## src/rtl/led_bar_decoder.sv

```systemverilog
// led_bar_decoder: receive-side decoder for the 8-LED fill/empty bar generator.
// It synchronizes and de-glitches the bar pattern and checks that it is a legal
// thermometer code. It follows the fill/empty sequence and recovers level,
// direction and the 4-bit phase count of the generator.
// Ports:
//   CLK      system clock, rising edge
//   nrst     asynchronous active-low reset
//   bar      LED bar pattern (bar[7] is the always-lit end), asynchronous to CLK
//   clr      synchronous clear of lock state and error counter
//   level    lit-LED count of the last accepted valid pattern (0 = no reference)
//   dir      0 = filling, 1 = emptying (meaningful while locked)
//   cnt_est  recovered phase count, 0 while unlocked
//   locked   high in LOCKED state
//   step     one-cycle pulse per legal accepted change
//   err      one-cycle pulse per illegal pattern or illegal transition
//   err_cnt  saturating error count
module led_bar_decoder #(
  parameter int unsigned STABLE_CYCLES = 4
) (
  input  logic       CLK,
  input  logic       nrst,
  input  logic [7:0] bar,
  input  logic       clr,
  output logic [3:0] level,
  output logic       dir,
  output logic [3:0] cnt_est,
  output logic       locked,
  output logic       step,
  output logic       err,
  output logic [7:0] err_cnt
);

  localparam int unsigned RW = $clog2(STABLE_CYCLES + 1);
  localparam logic [RW-1:0] RUN_MAX = RW'(STABLE_CYCLES);

  typedef enum logic [1:0] {
    ST_UNLOCKED = 2'd0,
    ST_ACQUIRE  = 2'd1,
    ST_LOCKED   = 2'd2
  } state_t;

  state_t        state, state_nxt;
  logic [7:0]    s1, s2;
  logic [7:0]    cand, cand_nxt;
  logic [RW-1:0] run, run_nxt;
  logic [7:0]    last, last_nxt;
  logic          accept;
  logic [7:0]    pat_inv;
  logic          pat_valid;
  logic [3:0]    pat_len;
  logic [3:0]    exp_len;
  logic          exp_dir;
  logic [3:0]    level_nxt, cnt_nxt;
  logic          dir_nxt, step_nxt, err_nxt;
  logic [7:0]    err_cnt_nxt;

  // Stability filter: a pattern is accepted once, on the edge its run reaches the limit.
  always_comb begin
    cand_nxt = cand;
    run_nxt  = run;
    if (s2 != cand) begin
      cand_nxt = s2;
      run_nxt  = RW'(1);
    end else if (run != RUN_MAX) begin
      run_nxt = run + RW'(1);
    end
    accept = ((s2 != cand) || (run != RUN_MAX)) && (run_nxt == RUN_MAX) &&
             (cand_nxt != last);
    if (clr) begin
      run_nxt = '0;
      accept  = 1'b0;
    end
    last_nxt = clr ? 8'd0 : (accept ? cand_nxt : last);
  end

  // Legal pattern: bit 7 set and the zeros form a contiguous run at the low end.
  always_comb begin
    pat_inv   = ~cand_nxt;
    pat_valid = cand_nxt[7] && ((pat_inv & (pat_inv + 8'd1)) == 8'd0);
    pat_len   = 4'd0;
    for (int i = 0; i < 8; i++) begin
      pat_len = pat_len + 4'(cand_nxt[i]);
    end
  end

  // Only legal successor while locked; the ends reverse direction.
  always_comb begin
    exp_len = level;
    exp_dir = dir;
    if (!dir) begin
      if (level == 4'd8) begin
        exp_len = 4'd7;
        exp_dir = 1'b1;
      end else begin
        exp_len = level + 4'd1;
      end
    end else begin
      if (level == 4'd1) begin
        exp_len = 4'd2;
        exp_dir = 1'b0;
      end else begin
        exp_len = level - 4'd1;
      end
    end
  end

  // Next-state and output logic.
  always_comb begin
    state_nxt   = state;
    level_nxt   = level;
    dir_nxt     = dir;
    step_nxt    = 1'b0;
    err_nxt     = 1'b0;
    err_cnt_nxt = err_cnt;
    if (clr) begin
      state_nxt   = ST_UNLOCKED;
      level_nxt   = 4'd0;
      dir_nxt     = 1'b0;
      err_cnt_nxt = 8'd0;
    end else if (accept) begin
      if (!pat_valid) begin
        err_nxt   = 1'b1;
        state_nxt = ST_UNLOCKED;
        level_nxt = 4'd0;
      end else begin
        level_nxt = pat_len;
        case (state)
          ST_UNLOCKED: state_nxt = ST_ACQUIRE;
          ST_ACQUIRE: begin
            if (pat_len == level + 4'd1) begin
              state_nxt = ST_LOCKED;
              dir_nxt   = 1'b0;
              step_nxt  = 1'b1;
            end else if (pat_len == level - 4'd1) begin
              state_nxt = ST_LOCKED;
              dir_nxt   = 1'b1;
              step_nxt  = 1'b1;
            end else begin
              err_nxt = 1'b1;
            end
          end
          ST_LOCKED: begin
            if (pat_len == exp_len) begin
              dir_nxt  = exp_dir;
              step_nxt = 1'b1;
            end else begin
              err_nxt   = 1'b1;
              state_nxt = ST_ACQUIRE;
            end
          end
          default: begin
            state_nxt = ST_UNLOCKED;
            level_nxt = 4'd0;
          end
        endcase
      end
      if (err_nxt && (err_cnt != 8'hFF)) begin
        err_cnt_nxt = err_cnt + 8'd1;
      end
    end
    // Phases 7->8 and 15->0 are invisible, so 8 and 0 never show while locked.
    cnt_nxt = 4'd0;
    if (state_nxt == ST_LOCKED) begin
      cnt_nxt = dir_nxt ? 4'(5'd16 - {1'b0, level_nxt}) : (level_nxt - 4'd1);
    end
  end

  // State and output registers.
  always_ff @(posedge CLK or negedge nrst) begin
    if (!nrst) begin
      s1      <= 8'd0;
      s2      <= 8'd0;
      cand    <= 8'd0;
      run     <= '0;
      last    <= 8'd0;
      state   <= ST_UNLOCKED;
      level   <= 4'd0;
      dir     <= 1'b0;
      cnt_est <= 4'd0;
      locked  <= 1'b0;
      step    <= 1'b0;
      err     <= 1'b0;
      err_cnt <= 8'd0;
    end else begin
      s1      <= bar;
      s2      <= s1;
      cand    <= cand_nxt;
      run     <= run_nxt;
      last    <= last_nxt;
      state   <= state_nxt;
      level   <= level_nxt;
      dir     <= dir_nxt;
      cnt_est <= cnt_nxt;
      locked  <= (state_nxt == ST_LOCKED);
      step    <= step_nxt;
      err     <= err_nxt;
      err_cnt <= err_cnt_nxt;
    end
  end

endmodule

```

## config.mk

```make
export PLATFORM = sky130hd
export DESIGN_NAME = led_bar_decoder
export DESIGN_NICKNAME = d
export VERILOG_FILES = /design/src/rtl/led_bar_decoder.sv
export SDC_FILE = /design/constraint.sdc
export NUM_CORES = 1
export LEC_CHECK = 0
export CORE_UTILIZATION = 33
export DETAILED_ROUTE_END_ITERATION = 8
export PLACE_DENSITY = 0.58
export SYNTH_ARGS = -nofsm -noshare
export SYNTH_HDL_FRONTEND = slang
export SYNTH_SLANG_ARGS = --single-unit
```

## constraint.sdc

```tcl
create_clock -name CLK -period 4.9 [get_ports CLK]
set_input_delay 0.98 -clock CLK [delete_from_list [all_inputs] [get_ports CLK]]
set_output_delay 0.98 -clock CLK [all_outputs]
set_load 0.05 [all_outputs]
```

### Yosys cells after proc, flatten, opt, wreduce, memory -nomap -nowiden

Index checks and enable logic that the tools add are counted.

* output and inout bits: 20
* input bits: 11
* logic and storage cells: 105
* flip-flop bits (word level): 57

* muxes and demuxes: 52
* add/sub/neg operators: 14
* reductions and logical operators: 11
* bitwise logic cells: 2
* equal/unequal tests: 13

Operators by type and width (count)
* $mux 8: 6
* $mux 4: 9
* $mux 1: 24
* $add 4x1->4: 4
* $add 8x1->8 const B: 2
* $ne 8x8->1: 2
* $eq 4x4->1: 3
* $mux 2: 6
* $mux 3: 3
* $and 8x8->8: 1
* $logic_not 8->1: 1
* $ne 8x8->1 const B: 1
* $not 8->8: 1
* $sub 4x1->4 const B: 2
* $pmux 1 s2: 3
* $pmux 2 s3: 1
* $add 3x1->4: 1
* $add 4x1->4 const B: 1
* $eq 2x2->1 const B: 2
* $eq 4x1->1 const B: 1
* $eq 4x4->1 const B: 1
* $logic_and 1x1->1: 4
* $reduce_bool 2->1: 2
* $sub 1x4->4 const A: 1
* other kinds (10): 10

### Longest topological paths before layout

* word-level depth: 20
* mapped depth: 18
* gate-level depth less buffers: 17

### Worst setup path before layout

No wires, ideal clock.

* path type: reg2reg
* from: reg s2[3]
* to: reg err_cnt[6]
* slack: 541 ps
* arrival time: 4281 ps
* path buffers: 1
* cell stages (with the launch flop): 18
* period minus slack after synthesis: 4359 ps
* cells stage by stage: dfrtp_1 buf_2 fa_1 inv_1 fa_1 fa_1 inv_1 ha_1 inv_1 fa_1 xor2_2 xor2_1 and4b_1 nor2_1 o21ai_2 a21oi_4 or4b_1 a21oi_1

* elaborated cells on any way between the ends: 35

RTL lines
* start, declared: line 43 `logic [7:0] s1, s2;`
* start signal, assigned: line 172 `s2 <= 8'd0;`
* start signal, assigned: line 186 `s2 <= s1;`
* $ne 8x8->1: line 61 `if (s2 != cand) begin`
* $mux 8 *: line 61
* named net cand_nxt[3]: line 44 `logic [7:0] cand, cand_nxt;`
* $add 3x1->4: line 82 `pat_len = pat_len + 4'(cand_nxt[i]);`
* $add 4x1->4 (4 in series): line 82
* $eq 4x4->1: line 134 `end else if (pat_len == level - 4'd1) begin`
* $mux 1: line 134
* $mux 1: line 130 `if (pat_len == level + 4'd1) begin`
* $pmux 1 s2: line 127 `case (state)`
* $mux 1: line 121 `if (!pat_valid) begin`
* $mux 1: line 120 `end else if (accept) begin`
* $mux 1: line 115 `if (clr) begin`
* $logic_and 1x1->1: line 157 `if (err_nxt && (err_cnt != 8'hFF)) begin`
* $reduce_bool 2->1 (no source line)
* $reduce_and 2->1 (no source line) *
* end signal, assigned: line 197 `err_cnt <= err_cnt_nxt;`
* end, declared: line 30 `output logic [7:0] err_cnt`

Mark *: on every way through the listed nets, which the timed path passes. The rest lies on a longest branch. The select of a mux whose other input is x is not followed.
A chain may end at the register's enable or synchronous reset.

### Worst setup path in the final report

* from: reg s2[3]
* to: reg err_cnt[6]

* cells in the longest elaborated chain, start to end: 19
* elaborated cells on any way between the ends: 35

RTL lines (line)
* $ne 8x8->1: 61, 67
* $mux 8: 61
* $add 1x1->2: 82
* $add 2x1->3: 82
* $add 3x1->4: 82
* $add 4x1->4 (4 in series): 82
* $eq 4x4->1: 134
* $mux 1: 134
* $mux 1: 130
* $pmux 1 s2: 127
* $mux 1: 121
* $mux 1: 120
* $mux 1: 115
* $logic_and 1x1->1: 157
* $reduce_bool 2->1 (no source line)
* $reduce_and 2->1 (no source line) *

Mark *: on every way between the ends. The rest lies on a longest branch, timed or not. The select of a mux whose other input is x is not followed.

==> results.toml <==
[cells_and_area]
n_fill_cell = 889
fin_nets = 365
synthToLayoutAreaGrowth_pct = 20.8
final_area_um2 = 3870
seqCellArea_um2 = 1430
drive_gt1_frac = 0.127
multiInputGateArea_um2 = 1630
num_antenna_cells = 0
postLayoutCoreUtil = 0.415
fin_cells = 468

[clock_network]
cts-resized-gates = 0
cts_num_sinks = 57
clk_pin_slew_ns = 0.07
cts_buffer_depth = 2
h-tree-depth = 3
clock_latency_ns = 0.34
cts_root_buf = "clkbuf_8"
cts_inserted_buffers = 9
holdBufCountCts = 0
cts_tree = "yes"
cts_setup_buffers = 0

[critical_path]
worstPathMaxFanout = 7
path_common_cell = "fa_1"
cp_cell_sequence = "fa_1 > inv_1 > fa_1 > fa_1 > inv_1 > ha_1 > inv_1 > fa_1 > xor2_1 > and4b_1 > nor2_1 > o21ai_4 > a21oi_4 > or4b_1 > a21oi_1"
slowest_delay_ns = 0.59
end_kind = "flop"
r2r_end = "err_cnt[6]$_DFFE_PN0P_"
start_kind = "flop"
critPathLaunch = "s2[3]$_DFF_PN0_"
critPathSlowestCell = "fa_1"
worstRegToRegCells = 15
reg2reg_setup_slack_ns = 0.28
cp_data_required_time_ns = 5.16
crit_type = "flop to flop"
crit_end = "err_cnt[6]$_DFFE_PN0P_"
rr_startpoint = "s2[3]$_DFF_PN0_"
worst_ep_arrival_time_ns = 4.88

[routing]
initialDrtViolationCount = 83
vias = 2185
postRouteWirelength_um = 6200
wire_per_inst_um = 13.2
postRouteAntennaNets = 0
drc = 0
firstDrtPassIters = 4
viasPerCell = 4.67

[timing]
clock_skew_ns = 0.00856
setup_violations = 0
tns_ns = 0
slew_violations = 0
rsz0062_at_grt = "false"
hold_viol = 0
tightestPinTransition_ns = 0.737
post-route-period-util = 0.943
relSlewSlack = 0.509
hold_slack_ns = 0.349
fin_crit_ns = 4.62
fmax_ghz = 0.216

[yosys]
synth_area_leaders = "dfrtp_1 45%, ha_1 6.3%, xnor2_1 5.5%, xor2_1 4.9%, nor2_1 4.2%"
yosys.area.top_type = "dfrtp_1"
synth_nets = 337
ys_async_sr_fraction = 1.00
yosys_warnings = 0
synth_cell_type_count = 58
synth_ff_type = "dfrtp_1"
synth.avg_cell_area_um2 = 10.5
ys_seq_area_frac = 0.445
synth_edf_count = 0
ys_ff_latch = 57
synthCells = 306
yosysTopAreaCellShare = 0.445
syn-cell-area_um2 = 3200

[power]
p_per_area_nw_per_um2 = 295
leakage_uw = 0.00163
ir_drop_mv = 0.111

[floorplanning]
core_um2 = 9330
fp.dieW_um = 101
ios = 31
die_y_um = 101
start_util = 0.343
dieArea_um2 = 10100
num_rows = 35

[grt]
gr-usage-met1 = 0.191
grt_pass1_wl_um = 10700
top_usage_layer = "met2"
grt.total_usage = 0.141
overflow = 0
use_met2 = 0.205
grt_pass1_vias = 2132
grt_max_degree = 58
groute.layer.met3.usage = 0.0395
antenna_found_initial = 0

[placed_design]
placed_area_um2 = 3610
gp_congestion = 0.855
place_inst = 452
portBuffers = 30
post-dp-hpwl_um = 4280

[run_status]
outcome = "completed"

[run]
maxCapViolations = 0

[hold_path]
hp-class = "flop to flop"
placed cells by master, fill, tap and decap left out, drive strengths merged, types with 3 or more instances in the layout:
cell,instances
or2,3
nor3,6
fa,4
nor2,36
nor3b,3
buf,4
clkbuf,11
clkdlybuf4s50,29
nand3,9
ha,16
a21boi,3
nand4,3
inv,27
a21o,5
a211oi,5
o21ai,12
mux2i,4
a21oi,14
o2bb2ai,3
xor2,19
nand2,10
dfrtp,57
nor2b,3
xnor2,20
sequential cells by signal, indices dropped and copies added, names as in the netlist:
register / cells
locked: 1
dir: 1
err: 1
run: 3
step: 1
state: 2
s1: 8
cand: 8
err_cnt: 8
s2: 8
cnt_est: 4
level: 4
last: 8
Yosys cell counts (all sizes together) (4+ instances only):
library cell and count:
a211oi 5, ha 16, mux2i 4, nand3 9
fa 4, xnor2 20, buf 4, nor3 6
a21oi 14, clkbuf 12, inv 27, o21ai 12
nand2 10, dfrtp 57, a21o 5, xor2 19
nor2 36
metrics by stage:
step           worst slack [ns]  power, µW
6_report                  0.277       1140
5_1_grt                  0.0246       1200
4_1_cts                   0.259       1160
3_5_place_dp              0.300        640
3_3_place_gp              0.399        638
2_1_floorplan             0.541        598
critical path, delay by kind of cell (launching register included):
kind | cells | cell delay (ns)
AOI/OAI and AO/OA | 3 | 0.52
buffers and inverters | 3 | 0.19
and+or+nand+nor | 3 | 0.90
adders and majority gates | 5 | 2.23
xor gates and xnor gates | 1 | 0.21
DFF | 1 | 0.49
kinds of logic (layout without fill, tap and decap cells):
logic type | after synthesis | after routing | synth area share
compound gates | 56 | 56 | 0.141
xor+xnor | 39 | 39 | 0.109
fa+ha+maj | 20 | 20 | 0.0875
buf+inv | 43 | 76 | 0.0539
flops | 57 | 57 | 0.445
mux | 5 | 5 | 0.0160
simple gates | 86 | 86 | 0.147
routing by layer:
layer  up-vias  part of all wire
li1       1080                 -
met1      1053              0.49
met2        43              0.45
met3         9             0.043
met4         0             0.016
met5         -                 0
how the worst min path moves through the flow:
| stage | startpoint | endpoint | slack [ns] | cells past startpoint |
|---|---|---|---|---|
| 3_3_place_gp | s1[2]$_DFF_PN0_ | s2[2]$_DFF_PN0_ | 0.33 | 0 |
| 4_1_cts | s1[2]$_DFF_PN0_ | s2[2]$_DFF_PN0_ | 0.35 | 0 |
| 2_1_floorplan | s1[0]$_DFF_PN0_ | s2[0]$_DFF_PN0_ | 0.33 | 0 |
| 6_report | s1[2]$_DFF_PN0_ | s2[2]$_DFF_PN0_ | 0.35 | 0 |
| 5_1_grt | s1[0]$_DFF_PN0_ | s2[0]$_DFF_PN0_ | 0.36 | 0 |
| 3_5_place_dp | s1[2]$_DFF_PN0_ | s2[2]$_DFF_PN0_ | 0.34 | 0 |
power by group:
part	switching (µW)	internal [µW]
clock network	191	312
logic	87.2	61.2
registers	9.40	481
area by class of cell:
type	count	share of cell area
sequential	57	0.369
multi-input combinational	206	0.422
clock inverter	5	0.0201
inverter	27	0.0262
clock buffer	11	0.0391
timing repair buffer	33	0.0822
tap	129	0.0417
Power figures use the tool's default switching activity.
